==> src/rtl/pwm_duty_meter.sv <==
// pwm_duty_meter
// Measures the duty cycle of CHANNELS asynchronous comparator inputs over a
// fixed frame of (MAX_VAL+1) sample ticks. Each frame's per-channel result
// is latched into a shadow register. A small delivery FSM then offers the
// results one channel at a time on a valid/ready port. An optional
// hysteresis deadband suppresses results that barely moved since the last
// value delivered for that channel.

module pwm_duty_meter #(
  parameter  int CHANNELS = 2,
  parameter  int WIDTH    = 7,
  parameter  int MAX_VAL  = 99,
  parameter  int PRESCALE = 20,
  parameter  int HYST     = 0,
  localparam int CHW      = (CHANNELS > 1) ? $clog2(CHANNELS) : 1
) (
  input  logic                clk,
  input  logic                reset,
  input  logic [CHANNELS-1:0] comp,
  output logic [WIDTH-1:0]    out_data,
  output logic [CHW-1:0]      out_ch,
  output logic                out_valid,
  input  logic                out_ready,
  output logic                frame_done,
  output logic                overrun,
  input  logic                clear_overrun
);

  // Counter widths; a degenerate count range still gets one bit.
  localparam int PSW = (PRESCALE > 1) ? $clog2(PRESCALE) : 1;
  localparam int FW  = (MAX_VAL > 0) ? $clog2(MAX_VAL + 1) : 1;

  localparam logic [PSW-1:0]   PRESC_LAST = PSW'(PRESCALE - 1);
  localparam logic [FW-1:0]    FRAME_LAST = FW'(MAX_VAL);
  localparam logic [WIDTH-1:0] MAX_W      = WIDTH'(MAX_VAL);
  localparam logic [WIDTH:0]   MAX_EXT    = (WIDTH + 1)'(MAX_VAL);
  localparam logic [31:0]      HYST_U     = 32'(HYST);
  localparam logic [CHW-1:0]   IDX_LAST   = CHW'(CHANNELS - 1);

  // Parameter sanity: full scale must fit in the result width.
  if (MAX_VAL >= (1 << WIDTH)) begin : g_bad_max_val
    $error("pwm_duty_meter: MAX_VAL must be smaller than 2**WIDTH");
  end
  if (PRESCALE < 1) begin : g_bad_prescale
    $error("pwm_duty_meter: PRESCALE must be at least 1");
  end
  if (CHANNELS < 1) begin : g_bad_channels
    $error("pwm_duty_meter: CHANNELS must be at least 1");
  end

  typedef enum logic [1:0] {
    ST_IDLE  = 2'd0,
    ST_SCAN  = 2'd1,
    ST_OFFER = 2'd2
  } state_t;

  // Result of one frame: high samples plus the final sample, clipped to
  // full scale (all samples high gives MAX_VAL+1 before clipping).
  function automatic logic [WIDTH-1:0] sat_add(input logic [WIDTH-1:0] cnt,
                                               input logic             inc);
    logic [WIDTH:0] sum;
    sum = (WIDTH + 1)'(cnt) + (WIDTH + 1)'(inc);
    if (sum > MAX_EXT) begin
      sat_add = MAX_W;
    end else begin
      sat_add = sum[WIDTH-1:0];
    end
  endfunction

  // Unsigned distance between two results, never wrapping.
  function automatic logic [WIDTH-1:0] abs_diff(input logic [WIDTH-1:0] a,
                                                input logic [WIDTH-1:0] b);
    if (a >= b) begin
      abs_diff = a - b;
    end else begin
      abs_diff = b - a;
    end
  endfunction

  // Input synchronizer
  logic [CHANNELS-1:0] sync1_q, sync1_d;
  logic [CHANNELS-1:0] sync2_q, sync2_d;

  // Measurement datapath
  logic [PSW-1:0]                 presc_q, presc_d;
  logic [FW-1:0]                  frame_q, frame_d;
  logic [CHANNELS-1:0][WIDTH-1:0] high_q, high_d;
  logic [CHANNELS-1:0][WIDTH-1:0] shadow_q, shadow_d;
  logic                           frame_done_q, frame_done_d;
  logic                           tick_s;
  logic                           final_tick_s;

  // Delivery FSM
  state_t                         state_q, state_d;
  logic [CHW-1:0]                 idx_q, idx_d;
  logic [CHANNELS-1:0][WIDTH-1:0] last_q, last_d;
  logic                           first_q, first_d;
  logic                           out_valid_q, out_valid_d;
  logic [WIDTH-1:0]               out_data_q, out_data_d;
  logic [CHW-1:0]                 out_ch_q, out_ch_d;
  logic                           overrun_q, overrun_d;
  logic                           last_idx_s;
  logic                           needed_s;
  logic [WIDTH-1:0]               dist_s;

  assign tick_s       = (presc_q == PRESC_LAST);
  assign final_tick_s = tick_s && (frame_q == FRAME_LAST);
  assign last_idx_s   = (idx_q == IDX_LAST);

  // Two-stage synchronizer; only sync2 feeds the measurement.
  always_comb begin
    sync1_d = comp;
    sync2_d = sync1_q;
  end

  // Prescaler, frame counter, per-channel high counts and shadow capture.
  always_comb begin
    presc_d      = presc_q;
    frame_d      = frame_q;
    high_d       = high_q;
    shadow_d     = shadow_q;
    frame_done_d = 1'b0;
    if (tick_s) begin
      presc_d = {PSW{1'b0}};
      if (final_tick_s) begin
        frame_d      = {FW{1'b0}};
        frame_done_d = 1'b1;
        for (int i = 0; i < CHANNELS; i++) begin
          shadow_d[i] = sat_add(high_q[i], sync2_q[i]);
          high_d[i]   = {WIDTH{1'b0}};
        end
      end else begin
        frame_d = frame_q + FW'(1);
        for (int i = 0; i < CHANNELS; i++) begin
          high_d[i] = high_q[i] + WIDTH'(sync2_q[i]);
        end
      end
    end else begin
      presc_d = presc_q + PSW'(1);
    end
  end

  // Emit decision for the channel currently being scanned.
  always_comb begin
    dist_s   = abs_diff(shadow_q[idx_q], last_q[idx_q]);
    needed_s = 1'b0;
    if (first_q || (HYST == 0)) begin
      needed_s = 1'b1;
    end else begin
      needed_s = (32'(dist_s) >= HYST_U);
    end
  end

  // Delivery FSM next state, offered result and sticky overrun flag.
  always_comb begin
    state_d     = state_q;
    idx_d       = idx_q;
    last_d      = last_q;
    first_d     = first_q;
    out_valid_d = out_valid_q;
    out_data_d  = out_data_q;
    out_ch_d    = out_ch_q;

    // A new frame landing while delivery is still running is an overrun;
    // setting takes priority over a simultaneous clear.
    if (frame_done_q && (state_q != ST_IDLE)) begin
      overrun_d = 1'b1;
    end else if (clear_overrun) begin
      overrun_d = 1'b0;
    end else begin
      overrun_d = overrun_q;
    end

    case (state_q)
      ST_IDLE: begin
        out_valid_d = 1'b0;
        if (frame_done_q) begin
          state_d = ST_SCAN;
          idx_d   = {CHW{1'b0}};
        end else begin
          state_d = ST_IDLE;
        end
      end

      ST_SCAN: begin
        if (needed_s) begin
          // Snapshot the result so it stays stable while offered, even if a
          // new frame rewrites the shadow meanwhile.
          state_d     = ST_OFFER;
          out_valid_d = 1'b1;
          out_data_d  = shadow_q[idx_q];
          out_ch_d    = idx_q;
        end else if (last_idx_s) begin
          state_d = ST_IDLE;
          first_d = 1'b0;
        end else begin
          idx_d = idx_q + CHW'(1);
        end
      end

      ST_OFFER: begin
        if (out_ready) begin
          out_valid_d   = 1'b0;
          last_d[idx_q] = out_data_q;
          if (last_idx_s) begin
            state_d = ST_IDLE;
            first_d = 1'b0;
          end else begin
            state_d = ST_SCAN;
            idx_d   = idx_q + CHW'(1);
          end
        end else begin
          out_valid_d = 1'b1;
        end
      end

      default: begin
        state_d     = ST_IDLE;
        out_valid_d = 1'b0;
      end
    endcase
  end

  // All state registers; reset discards any partial frame and pending offer.
  always_ff @(posedge clk or posedge reset) begin
    if (reset) begin
      sync1_q      <= {CHANNELS{1'b0}};
      sync2_q      <= {CHANNELS{1'b0}};
      presc_q      <= {PSW{1'b0}};
      frame_q      <= {FW{1'b0}};
      high_q       <= {(CHANNELS * WIDTH){1'b0}};
      shadow_q     <= {(CHANNELS * WIDTH){1'b0}};
      frame_done_q <= 1'b0;
      state_q      <= ST_IDLE;
      idx_q        <= {CHW{1'b0}};
      last_q       <= {(CHANNELS * WIDTH){1'b0}};
      first_q      <= 1'b1;
      out_valid_q  <= 1'b0;
      out_data_q   <= {WIDTH{1'b0}};
      out_ch_q     <= {CHW{1'b0}};
      overrun_q    <= 1'b0;
    end else begin
      sync1_q      <= sync1_d;
      sync2_q      <= sync2_d;
      presc_q      <= presc_d;
      frame_q      <= frame_d;
      high_q       <= high_d;
      shadow_q     <= shadow_d;
      frame_done_q <= frame_done_d;
      state_q      <= state_d;
      idx_q        <= idx_d;
      last_q       <= last_d;
      first_q      <= first_d;
      out_valid_q  <= out_valid_d;
      out_data_q   <= out_data_d;
      out_ch_q     <= out_ch_d;
      overrun_q    <= overrun_d;
    end
  end

  assign out_valid  = out_valid_q;
  assign out_data   = out_data_q;
  assign out_ch     = out_ch_q;
  assign frame_done = frame_done_q;
  assign overrun    = overrun_q;

endmodule

==> config.mk <==
export PLATFORM = sky130hd
export DESIGN_NAME = pwm_duty_meter
export DESIGN_NICKNAME = d
export VERILOG_FILES = /design/src/rtl/pwm_duty_meter.sv
export SDC_FILE = /design/constraint.sdc
export NUM_CORES = 1
export LEC_CHECK = 0
export CAP_MARGIN = 15
export CELL_PAD_IN_SITES_DETAIL_PLACEMENT = 1
export CELL_PAD_IN_SITES_GLOBAL_PLACEMENT = 1
export CORE_MARGIN = 2
export CORE_UTILIZATION = 40
export CTS_CLUSTER_SIZE = 25
export DETAILED_ROUTE_END_ITERATION = 10
export PLACE_DENSITY_LB_ADDON = 0.3
export SETUP_SLACK_MARGIN = 0.05
export SYNTH_ARGS = -nofsm -noshare
export SYNTH_HDL_FRONTEND = slang
export SYNTH_SLANG_ARGS = --single-unit
==> constraint.sdc <==
create_clock -name clk -period 2.25 [get_ports clk]
set_clock_uncertainty 0.15 [all_clocks]
set_input_delay 0.3375 -clock clk [delete_from_list [all_inputs] [get_ports clk]]
set_output_delay 0.3375 -clock clk [all_outputs]
set_load 0.01 [all_outputs]
Yosys cells after proc, flatten, opt, wreduce, memory -nomap -nowiden
Index checks and enable logic that the tools add are counted.
W data, S select, Z words.
{ "totals": {"inputBits": 6, "ff_bits": 58, "output_inout_bits": 11, "elab_cells": 60} }
{ "classes": {"eq_ne": 6, "n_reduce_logical": 8, "add_sub_neg": 7, "n_lt_le_gt_ge": 3, "mux": 21} }
{ "op_table": {"columns": ["op", "n"], "rows": [
  ["$mux W7", 5],
  ["$add A7 B1 Y8", 2],
  ["$gt A8 B7 Y1 const B", 2],
  ["$add A7 B1 Y7", 2],
  ["$mux W14", 1],
  ["$mux W1", 10],
  ["$add A7 B1 Y7 const B", 1],
  ["$eq A7 B7 Y1 const B", 1],
  ["$pmux W2 S3", 1],
  ["$reduce_bool A2 Y1", 3],
  ["$add A5 B1 Y5 const B", 1],
  ["$eq A5 B5 Y1 const B", 1],
  ["$mux W5", 1],
  ["$ne A2 B2 Y1 const B", 2],
  ["$pmux W1 S2", 2],
  ["$reduce_and A3 Y1", 1],
  ["$eq A2 B1 Y1 const B", 1],
  ["$eq A2 B2 Y1 const B", 1],
  ["$logic_and A1 B1 Y1", 2],
  ["$logic_not A2 Y1", 1],
  ["$lt A1 B2 Y1 const B", 1],
  ["$mux W2", 1],
  ["$reduce_and A2 Y1", 1],
  ["$add A1 B1 Y1 const B", 1]
]} }

Logic depth before layout (Yosys ltp)
{ "depth": {"word_depth": 4, "ltp_mapped": 8, "ltp_nobuf": 7} }

Least setup slack after synthesis
No wires, ideal clock.
{ "synth_path": {"path_type": "register to register", "start": "register high_q[7] (netlist name)", "end": "register shadow_q[7] (netlist name)", "t_arrival_ns": 1.745, "setup_slack_ns": 0.288, "path_stages_with_launch": 9, "setup_time_ns": 0.066, "period_less_slack_ns": 1.962, "path_cell_list": "dfrtp_1 > ha_1 > ha_1 > clkbuf_1 > nand2_1 > nor3_1 > o21ai_0 > a221oi_2 > o32a_1"} }
{ "synth_via": {"elab_chain_cells": 3} }
{ "synth_lines": {"columns": ["item", "line_no", "text"], "rows": [
  ["start: declaration", "87", "logic [CHANNELS-1:0][WIDTH-1:0] high_q, high_d;"],
  ["start signal: assignment", "231", "high_q <= {(CHANNELS * WIDTH){1'b0}};"],
  ["start signal: assignment", "247", "high_q <= high_d;"],
  ["$add A7 B1 Y8 (*)", "62", "sum = (WIDTH + 1)'(cnt) + (WIDTH + 1)'(inc);"],
  ["$gt A8 B7 Y1", "63", "if (sum > MAX_EXT) begin"],
  ["$mux W7 (*)", "63", null],
  ["end signal: assignment", "232", "shadow_q <= {(CHANNELS * WIDTH){1'b0}};"],
  ["end signal: assignment", "248", "shadow_q <= shadow_d;"],
  ["end: declaration", "88", "logic [CHANNELS-1:0][WIDTH-1:0] shadow_q, shadow_d;"]
]} }
Mark *: on every way between the ends. The rest lies on a longest branch, timed or not.
A chain may end at the register's enable or synchronous reset.

Worst setup path in the final report
{ "layout_path": {"start": "register frame_q[6]", "end": "register high_q[5] (netlist name)"} }
{ "layout_via": {"elab_chain_cells": 3} }
{ "layout_lines": {"columns": ["item", "line_no", "text"], "rows": [
  ["start: declaration", "86", "logic [FW-1:0] frame_q, frame_d;"],
  ["start signal: assignment", "230", "frame_q <= {FW{1'b0}};"],
  ["start signal: assignment", "246", "frame_q <= frame_d;"],
  ["$eq A7 B7 Y1", "107", "assign final_tick_s = tick_s && (frame_q == FRAME_LAST);"],
  ["$logic_and A1 B1 Y1", "107", null],
  ["$mux W14", "125", "if (final_tick_s) begin"]
]} }
No other way between the ends.

==> out/summary.txt <==
GLOBAL ROUTING
-----------------------------------------------------------------------------------------------
Number of global-route vias before repair ........................................         2026
Met1 demand-to-capacity share in global routing ..................................        23.9%
Maximum number of pins on one net before global-route repair .....................           59
Met2 track demand over resource ..................................................        26.4%
Overall global routing resource usage ............................................        17.5%
Layer carrying the most global-route usage .......................................         met2
First-pass GRT wire length .......................................................     10100 µm
Antenna violations before repair .................................................            0
Met3 demand-to-capacity share in global routing ..................................        4.55%
Final global-route overflow total ................................................            0

TIMING
-----------------------------------------------------------------------------------------------
Period Utilization, post-route ...................................................        91.4%
Tmin final .......................................................................      2060 ps
Final setup viols ................................................................            0
Worst Hold Margin ................................................................       197 ps
Setup_tns ........................................................................         0 ps
Highest clock rate ...............................................................    0.486 GHz
RSZ-0062 raised after global routing .............................................        false
Tightest Pin Transition ..........................................................       517 ps
Endpoints failing hold ...........................................................            0
Count of pins over their slew limit ..............................................            0
Relative max-transition margin ...................................................        65.5%

LOGIC SYNTHESIS
-----------------------------------------------------------------------------------------------
Most common flop cell mapped by yosys ............................................      dfrtp_1
Register area share after synthesis ..............................................        52.3%
Synth Area per Inst ..............................................................     10.4 µm²
Number of enable-type register cells in the synthesized netlist ..................            0
Yosys warning count ..............................................................            0
Flip-flop and latch count after synthesis ........................................           58
Async SR Flop Fraction ...........................................................         100%
Synthesized netlist net count ....................................................          284
Post-Syn Instances ...............................................................          268
Cell Area, Synth .................................................................     2780 µm²
Synth cell types .................................................................           44

STATUS
-----------------------------------------------------------------------------------------------
Outcome .......................................................................... complete, no violations

CELLS AND AREA
-----------------------------------------------------------------------------------------------
Final net count ..................................................................          308
Filler-free cell count of the finished design ....................................          377
Share of final-layout standard cells stronger than drive strength 1 ..............        14.1%
Inserted Diodes ..................................................................            0
Fin area .........................................................................     3350 µm²
Signed area change from the synthesized netlist to the final layout ..............        20.7%
Filler cells .....................................................................          750
Final design utilization .........................................................        49.6%

SETUP PATH
-----------------------------------------------------------------------------------------------
Series of cell instances along the critical path ................................. nor4b_2, and2_1, a21oi_4, o21ai_0, a31oi_1
Kind of cell with the highest combined delay on the critical path ................ compound AO/OA/AOI/OAI gates
R2r endpoint ..................................................................... high_q[5]$_DFFE_PP0N_
Startpoint-to-endpoint class of the critical path ................................ flop to flop
CP startpoint kind ...............................................................         flop
Arrival time worst endpoint ......................................................      2140 ps
Count of cells along the worst register-to-register path .........................            5
CP bufs+invs .....................................................................            0
Reg-to-Reg Start ................................................................. frame_q[6]$_DFFE_PP0N_
Crit-path max FO .................................................................           19
Origin of the worst setup path ................................................... frame_q[6]$_DFFE_PP0N_
Highest-delay cell along the critical path .......................................      a21oi_4
CP max stage delay ...............................................................       470 ps
R2r setup slk ....................................................................       190 ps
Type of destination of the critical path .........................................         flop
Required time at the worst-slack endpoint ........................................      2330 ps

CTS
-----------------------------------------------------------------------------------------------
Quantity of hold-fixing buffers added after cts ..................................            0
Clock buffer depth ...............................................................            2
Clock tree root driver cell ......................................................     clkbuf_8
Clock input transition at the sequential cells of the worst setup and hold paths .        70 ps
Source-to-sink clock delay at the later pin of the worst-skew pair ...............       330 ps
Clock tree from TritonCTS ........................................................         done
TritonCTS sink count .............................................................           58
Setup Fix Bufs, Post-CTS .........................................................            0
CTS HTree Levels .................................................................            3
Number of clock buffers inserted by TritonCTS ....................................            9

MIN PATH
-----------------------------------------------------------------------------------------------
Beginning of the worst hold path ................................................. sync1_q[0]$_DFF_PP0_
Hold-critical path depth .........................................................            0
Worst hold endpoint .............................................................. sync2_q[0]$_DFF_PP0_
Worst min-delay path category .................................................... flop to flop

FLOORPLANNING
-----------------------------------------------------------------------------------------------
Site row count ...................................................................           30
I/O pins .........................................................................           17
Chip Width .......................................................................      87.3 µm
Overall die area .................................................................     7620 µm²
Starting Density .................................................................        41.1%
Area of the placeable core .......................................................     6760 µm²
Die H ............................................................................      87.3 µm

DRT
-----------------------------------------------------------------------------------------------
DRT Wirelength ...................................................................      5960 µm
Via total after detailed routing .................................................         2044
DR DRC count .....................................................................            0
Via-per-instance ratio ...........................................................         5.42
Average wire length per cell after detail routing ................................      15.8 µm
Remaining antenna violation count ................................................            0
Iteration-0 DRC Markers ..........................................................           94
Detailed-routing iteration count for the pre-antenna-repair pass .................            4

PLACED DESIGN
-----------------------------------------------------------------------------------------------
Dpl cell area ....................................................................     3070 µm²
Number of port buffers ...........................................................           16
Global placement routability congestion ..........................................        0.720
Detailed-placement wirelength estimate ...........................................      3950 µm
Placed cells .....................................................................          361

RUN
-----------------------------------------------------------------------------------------------
Max-capacitance violation count ..................................................            0

PWR
-----------------------------------------------------------------------------------------------
Power density over cell area .....................................................   711 nW/µm²
Worst vdd ir .....................................................................     0.362 mV
Static leakage ...................................................................      1.41 nW

==> power breakdown <==
part	switching (mW)	internal [mW]
registers	0.0191	1.08
logic	0.0769	0.0860
clock network	0.408	0.712
total	0.504	1.88
==> metrics by stage <==
| stage | power [mW] | worst slack [ps] |
|---|---|---|
| final | 2.38 | 194 |
| after global routing | 2.50 | 62.0 |
| after CTS | 2.41 | 68.8 |
| after detailed placement | 1.28 | 81.1 |
| after global placement | 1.28 | 166 |
| after floorplan | 1.19 | 288 |
==> layout make-up <==
cell class,count,area (µm²),area share [%]
flip-flops and latches,58,1450,43.3
multi-input cells,188,1270,38.1
repair buffers,26,251,7.51
clock buffers,12,165,4.93
well taps,80,100,2.99
clock inverters,4,72.6,2.17
inverters,9,35.0,1.05
==> cells in the mapped netlist, types with 4 or more instances <==
master	count	area, µm²
mux2i_1	10	100
buf_2	4	20.0
nand2_1	33	124
clkbuf_1	7	26.3
ha_1	10	125
inv_1	8	30.0
a21oi_1	18	90.1
nand3_1	8	40.0
a22o_1	6	52.6
xnor2_1	10	87.6
a31oi_1	9	56.3
o21ai_0	14	70.1
dfrtp_1	58	1450
and3_1	5	31.3
nor2_1	21	78.8
==> worst max path at each step <==
stage,slack [ps],cells after the start,to
2_1_floorplan,290,8,shadow_q[7]$_DFFE_PP0P_
3_3_place_gp,170,7,shadow_q[0]$_DFFE_PP0P_
3_5_place_dp,80,7,shadow_q[0]$_DFFE_PP0P_
4_1_cts,70,7,shadow_q[0]$_DFFE_PP0P_
5_1_grt,60,6,shadow_q[10]$_DFFE_PP0P_
6_report,190,5,high_q[5]$_DFFE_PP0N_
==> flip-flops by register name (all words and copies together), names as in the netlist, 2 cells and up <==
| name | cells |
|---|---|
| out_data | 7 |
| presc_q | 5 |
| state_q | 2 |
| sync1_q | 2 |
| frame_q | 7 |
| high_q | 14 |
| shadow_q | 14 |
| sync2_q | 2 |
==> layout by cell type, fill, tap and decap left out, types with 8 or more instances in the layout <==
cell type	n
xnor2_1	10
mux2i_1	10
a31oi_1	9
nand2_1	33
nand3_1	8
nor2_1	20
dfrtp_1	58
buf_4	8
ha_1	8
o21ai_0	14
clkdlybuf4s50_1	16
clkbuf_8	12
a21oi_1	18
==> repair_timing <==
item	in CTS	in global routing
resized for setup	1	7
pin swaps	0	1
gates cloned	0	0
endpoints found under the setup margin	2	13
==> routing by layer <==
layer,vias up,wire [µm]
met2,32,2880
li1,995,-
met4,0,93
met1,1007,2830
met3,10,157
met5,-,0
==> cell families after synthesis <==
group | Yosys count | share of synthesized area [%]
buffers and inverters | 22 | 3.34
and+or+nand+nor | 86 | 15.3
AOI/OAI and AO/OA | 67 | 16.0
DFF | 58 | 52.3
xor gates and xnor gates | 13 | 4.10
muxes | 12 | 4.42
adders and majority gates | 10 | 4.51
Note: power is estimated with default switching activity, not from simulation.
==> edit 1, RTL diff (same flow settings) <==
Change the parameter `CHANNELS` from 2 to 4.
--- a/src/rtl/pwm_duty_meter.sv
+++ b/src/rtl/pwm_duty_meter.sv
@@ -9,3 +9,3 @@
 module pwm_duty_meter #(
-  parameter  int CHANNELS = 2,
+  parameter  int CHANNELS = 4,
   parameter  int WIDTH    = 7,
Ports: changed (resized comp and out_ch); port bits go from 17 to 20. No check against the original RTL was run, so the function may have changed too.
==> edit 1 against the original RTL <==
- worst setup slack worse by 0.023 ns
- die area grew 64%
- cell count up 57%
- cell area grew 58%
- first-iteration DRC count up 76%
- global-route usage up 0.37 points
- non-clock buffer count up 8
- sequential cell count is 34 higher
- largest cell class unchanged
- power increased by 36%
- critical path type unchanged
- area after synthesis rose by 67%
- wire length rose by 76%
- synthesized cell count grew 61%
- largest power group is now registers
==> edit 1: results (changes against the original RTL) <==
stage	metric	value	unit	change
outcome	outcome	finished, final reports clean		
clocking	clkSlewWorstSetupHoldPaths	0.07	ns	about the same
pwr	leakagePower	0.00219	µW	+56%
route	via_per_inst	5.68		+4.8%
clocking	cts_max_level	3		unchanged
place	preCtsSetupSlack	0.0753	ns	-0.00580 ns
synthesis	muxShareOfSynthArea	6.48	%	+2.1 points
finish	reg_top3	high_q (28), shadow_q (28)		
critical_path	critical-path-top-delay-family	simple AND/OR/NAND/NOR gates		
critical_path	worst-path-max-fanout	12		-7
global_route	grt_pass1_wl	17700	µm	+75%
place	port_buffers	19		+3
global_route	grt.met3_usage	3.59	%	-0.96 points
route	routed_wl	10500	µm	+76%
synthesis	synth.avg_cell_area	10.8	µm²	+3.8%
critical_path	critPathBufInv	1		+1
pwr	ir_drop	0.000366	V	+1.3%
synthesis	synth-compound-area-share	16.8	%	+0.76 points
synthesis	async_flop_share	100	%	unchanged
place	place_congestion	0.798		+11%
finish	layout-drive-gt1-share	15.6	%	+1.4 points
route	routed.top_layer	met4		
route	met1_length	4950	µm	+75%
place	dp_cells	576		+60%
synthesis	syn-num-nets	454		+60%
global_route	grt_use_total	17.8	%	+0.37 points
synthesis	yosysSeqAreaShare	49.7	%	-2.6 points
critical_path	cp_data_arrival_time	2.20	ns	+0.06 ns
synthesis	synth_fa_ha_area_share	4.05	%	-0.46 points
synthesis	netlist_top_cells_area	dfrtp_1 50%, nand2_1 4.5%, ha_1 4.0%		
route	drtIter0Drc	165		+76%
clocking	clock-root-buffer	clkbuf_16		
global_route	grt_use_met1	24.4	%	+0.50 points
place	placed_cell_area	4980	µm²	+62%
pwr	powerDensity	613	nW/µm²	-14%
finish	finalNetCount	467		+52%
critical_path	critPathSlowestCell	dfrtp_1		
synthesis	synth-xor-area-share	3.97	%	-0.13 points
place	dp_hpwl	7260	µm	+84%
global_route	met2_usage	28.6	%	+2.3 points
finish	final_cells	592		+57%
synthesis	synthTopCellsByCount	92 x dfrtp_1, 56 x nand2_1, 27 x o21ai_0		
route	wl_met2	5140	µm	+78%
global_route	grt_start_max_net_pins	93		+58%
sta	max_slew_margin	59.1	%	-6.4 points
synthesis	synth_cell_types	56		+27%
clocking	numCtsBuffers	9		unchanged
synthesis	ys_warn_count	0		unchanged
route	wl_met3	238	µm	+52%
clocking	cts_buffer_depth	2		unchanged
finish	fillCellCount	1245		+66%
global_route	grt_pass1_vias	3464		+71%
edit 1: cell count changes after synthesis, sizes merged, moves of 5 or more:
cell    before  now
a22o         6   13
a31oi        9   21
buf          6   16
clkbuf       7   16
dfrtp       58   92
ha          10   15
mux2         2   10
mux2i       10    3
mux4         0    7
nand2       33   56
nand2b       3   10
nand3        8   15
nor2        21   16
o21ai       18   32
edit 1: power by group:
part	switching, µW	internal (µW)
sequential	11.3	1670
clock	635	806
combinational	70.1	47.4
total	717	2530
edit 1: repair_timing:
item	4_1_cts	5_1_grt
setup endpoints to repair	0	10
endpoints found under the hold margin	0	0
gates resized for setup	0	5
edit 1: final cells by class:
type	instances	share of cell area (%)
clock buffers	12	4.85
clock inverters	4	0.449
inverters	8	0.639
multi-input cells	299	41.2
flip-flops and latches	92	43.5
well taps	143	3.38
repair buffers	34	5.96
edit 1: worst paths after layout:
path                                      start                endpoint  slack (ns)  cells past startpoint
max reg2reg                presc_q[2]$_DFF_PP0_  frame_q[5]$_DFFE_PP0N_        0.17                      6
max in group asynchronous                 reset    sync1_q[1]$_DFF_PP0_        1.25                      3
min reg2reg                sync1_q[0]$_DFF_PP0_    sync2_q[0]$_DFF_PP0_        0.20                      0
min                        sync1_q[0]$_DFF_PP0_    sync2_q[0]$_DFF_PP0_        0.20                      0
max                        presc_q[2]$_DFF_PP0_  frame_q[5]$_DFFE_PP0N_        0.17                      6
min in group asynchronous                 reset   high_q[3]$_DFFE_PP0N_        0.32                      3
edit 1: worst reg2reg max path: cells and delay by family (launching register included):
family / cells / cell delay, ns
flops: 1 / 0.47
buf+inv: 1 / 0.26
xor+xnor: 1 / 0.14
simple gates: 4 / 0.99
==> edit 2, RTL diff (same flow settings) <==
Made on the original files. Re-encode `state_t` (3 states) as one-hot, 3 bits wide.
--- a/src/rtl/pwm_duty_meter.sv
+++ b/src/rtl/pwm_duty_meter.sv
@@ -50,6 +50,6 @@
 
-  typedef enum logic [1:0] {
-    ST_IDLE  = 2'd0,
-    ST_SCAN  = 2'd1,
-    ST_OFFER = 2'd2
+  typedef enum logic [2:0] {
+    ST_IDLE  = 3'b001,
+    ST_SCAN  = 3'b010,
+    ST_OFFER = 3'b100
   } state_t;
Behaviour: same outputs for any inputs over 10 cycles, from zero or initial values and one cycle with reset high; not proved beyond that.
==> edit 2 against the original RTL <==
- worst setup slack improved by 0.011 ns
- cell area down 2.3%
- via count up 0.29%
- sequential cell count rose by 1
- wire length down 2.2%
- area after synthesis up 1.3%
- largest cell class unchanged
Power is not compared: it rests on default switching activity, and its combinational part moved more than twofold at a synthesized area within 25%.
==> edit 2: results (changes against the original RTL) <==
stage	metric	value	unit	change
synthesis	syn_inst	270		+0.75%
place	dp_cells	376		+4.2%
synthesis	syn-num-nets	282		-0.70%
synthesis	yosysSeqAreaShare	52.6	%	+0.26 points
hold_path	whs_endpoint	sync2_q[1]$_DFF_PP0_		
critical_path	cpPeakStageDelay	0.43	ns	-0.04 ns
critical_path	rr_endpoint	shadow_q[9]$_DFFE_PP0P_		
synthesis	synth-xor-area-share	4.05	%	-0.053 points
synthesis	synth-compound-area-share	16.6	%	+0.64 points
synthesis	netlist_top_cells_area	dfrtp_1 52%, a21oi_1 3.7%, nand2_1 3.7%		
synthesis	synth_cell_types	51		+16%
outcome	outcome	finished, final reports clean		
synthesis	ys_warn_count	0		unchanged
route	drtIter0Drc	63		-33%
finish	layout-drive-gt1-share	12.9	%	-1.3 points
global_route	antenna_found_initial	0		unchanged
pwr	ir_drop	0.000326	V	
global_route	grt_pass1_vias	2078		+2.6%
synthesis	synth_fa_ha_area_share	2.67	%	-1.8 points
synthesis	synthTopCellsByCount	58 x dfrtp_1, 28 x nand2_1, 27 x nor2_1		
global_route	grt_use_total	17.5	%	about the same
critical_path	critPathSlowestCell	a2111o_1		
route	via_per_inst	5.24		-3.3%
finish	reg_top3	high_q (14), shadow_q (14)		
global_route	grt_pass1_wl	10300	µm	+2.0%
place	place_congestion	0.792		+10%
synthesis	muxShareOfSynthArea	3.96	%	-0.46 points
clocking	cts_setup_buffers	0		unchanged
pwr	switching_share	22.0	%	
critical_path	rr_startpoint	high_q[7]$_DFFE_PP0N_		
sta	max_slew_margin	65.2	%	-0.27 points
place	dp_hpwl	4120	µm	+4.4%
global_route	grt_start_max_net_pins	35		-41%
critical_path	ff2ff_path_depth	7		+2
route	wl_per_cell	14.9	µm	-5.7%
finish	finalNetCount	303		-1.6%
critical_path	worst-path-max-fanout	6		-13
critical_path	cp_data_arrival_time	2.11	ns	-0.03 ns
clocking	cts_max_level	3		unchanged
finish	final_cells	391		+3.7%
hold_path	min_from	sync1_q[1]$_DFF_PP0_		
finish	fillCellCount	774		+3.2%
[edit 2: metal layers]
layer	up-vias	global-route usage [%]	share of wire (%)
met3	5	5.18	2.5
met4	0	6.01	0.98
met5	-	0	0
met1	1022	23.0	48
met2	22	27.5	49
li1	1001	-	-
[edit 2: per-stage QoR]
step	instance area [µm²]	hold slack [ns]	total power, µW	utilization, %	setup WS (ns)
after floorplan	2810	0.181	1130	-	0.199
after global placement	3060	0.185	1160	45.1	0.153
after detailed placement	3060	0.191	1160	45.1	0.0559
after CTS	3240	0.206	2050	47.7	0.0919
after global routing	3270	0.219	2120	48.2	0.0597
final	3270	0.201	2020	48.2	0.205
[edit 2: worst max-delay path by stage]
stage	startpoint	endpoint	slack, ns	cells after the start
2_1_floorplan	high_q[7]$_DFFE_PP0N_	shadow_q[10]$_DFFE_PP0P_	0.20	7
3_3_place_gp	high_q[7]$_DFFE_PP0N_	shadow_q[10]$_DFFE_PP0P_	0.15	7
3_5_place_dp	high_q[7]$_DFFE_PP0N_	shadow_q[11]$_DFFE_PP0P_	0.06	7
4_1_cts	high_q[7]$_DFFE_PP0N_	shadow_q[11]$_DFFE_PP0P_	0.09	7
5_1_grt	high_q[7]$_DFFE_PP0N_	shadow_q[9]$_DFFE_PP0P_	0.06	7
6_report	high_q[7]$_DFFE_PP0N_	shadow_q[9]$_DFFE_PP0P_	0.21	7
[edit 2: final cells by class]
class | instances | area share (%)
well taps | 96 | 3.67
repair buffers | 25 | 6.95
multi-input cells | 190 | 38.1
inverters | 6 | 0.688
clock inverters | 2 | 0.306
clock buffers | 13 | 5.16
flip-flops and latches | 59 | 45.1
[edit 2: worst register-to-register path, delay by kind of cell (launching register included)]
family | cells | cell delay, ns
compound gates | 2 | 0.67
fa+ha+maj | 2 | 0.44
flops | 1 | 0.35
simple gates | 3 | 0.32
[edit 2: cell families (layout without fill, tap and decap cells)]
logic type / Yosys count / after routing
compound gates: 72 / 72
xor+xnor: 13 / 13
buf+inv: 21 / 46
fa+ha+maj: 6 / 6
simple gates: 88 / 88
mux: 11 / 11
flops: 59 / 59
[edit 2: power by group through the flow]
stage / combinational (µW) / clock [µW] / sequential (µW)
after floorplan: 39.3 / 0 / 1090
after global placement: 65.8 / 0 / 1090
after detailed placement: 66.3 / 0 / 1100
after CTS: 67.9 / 904 / 1080
after global routing: 78.8 / 965 / 1080
final: 68.6 / 878 / 1080
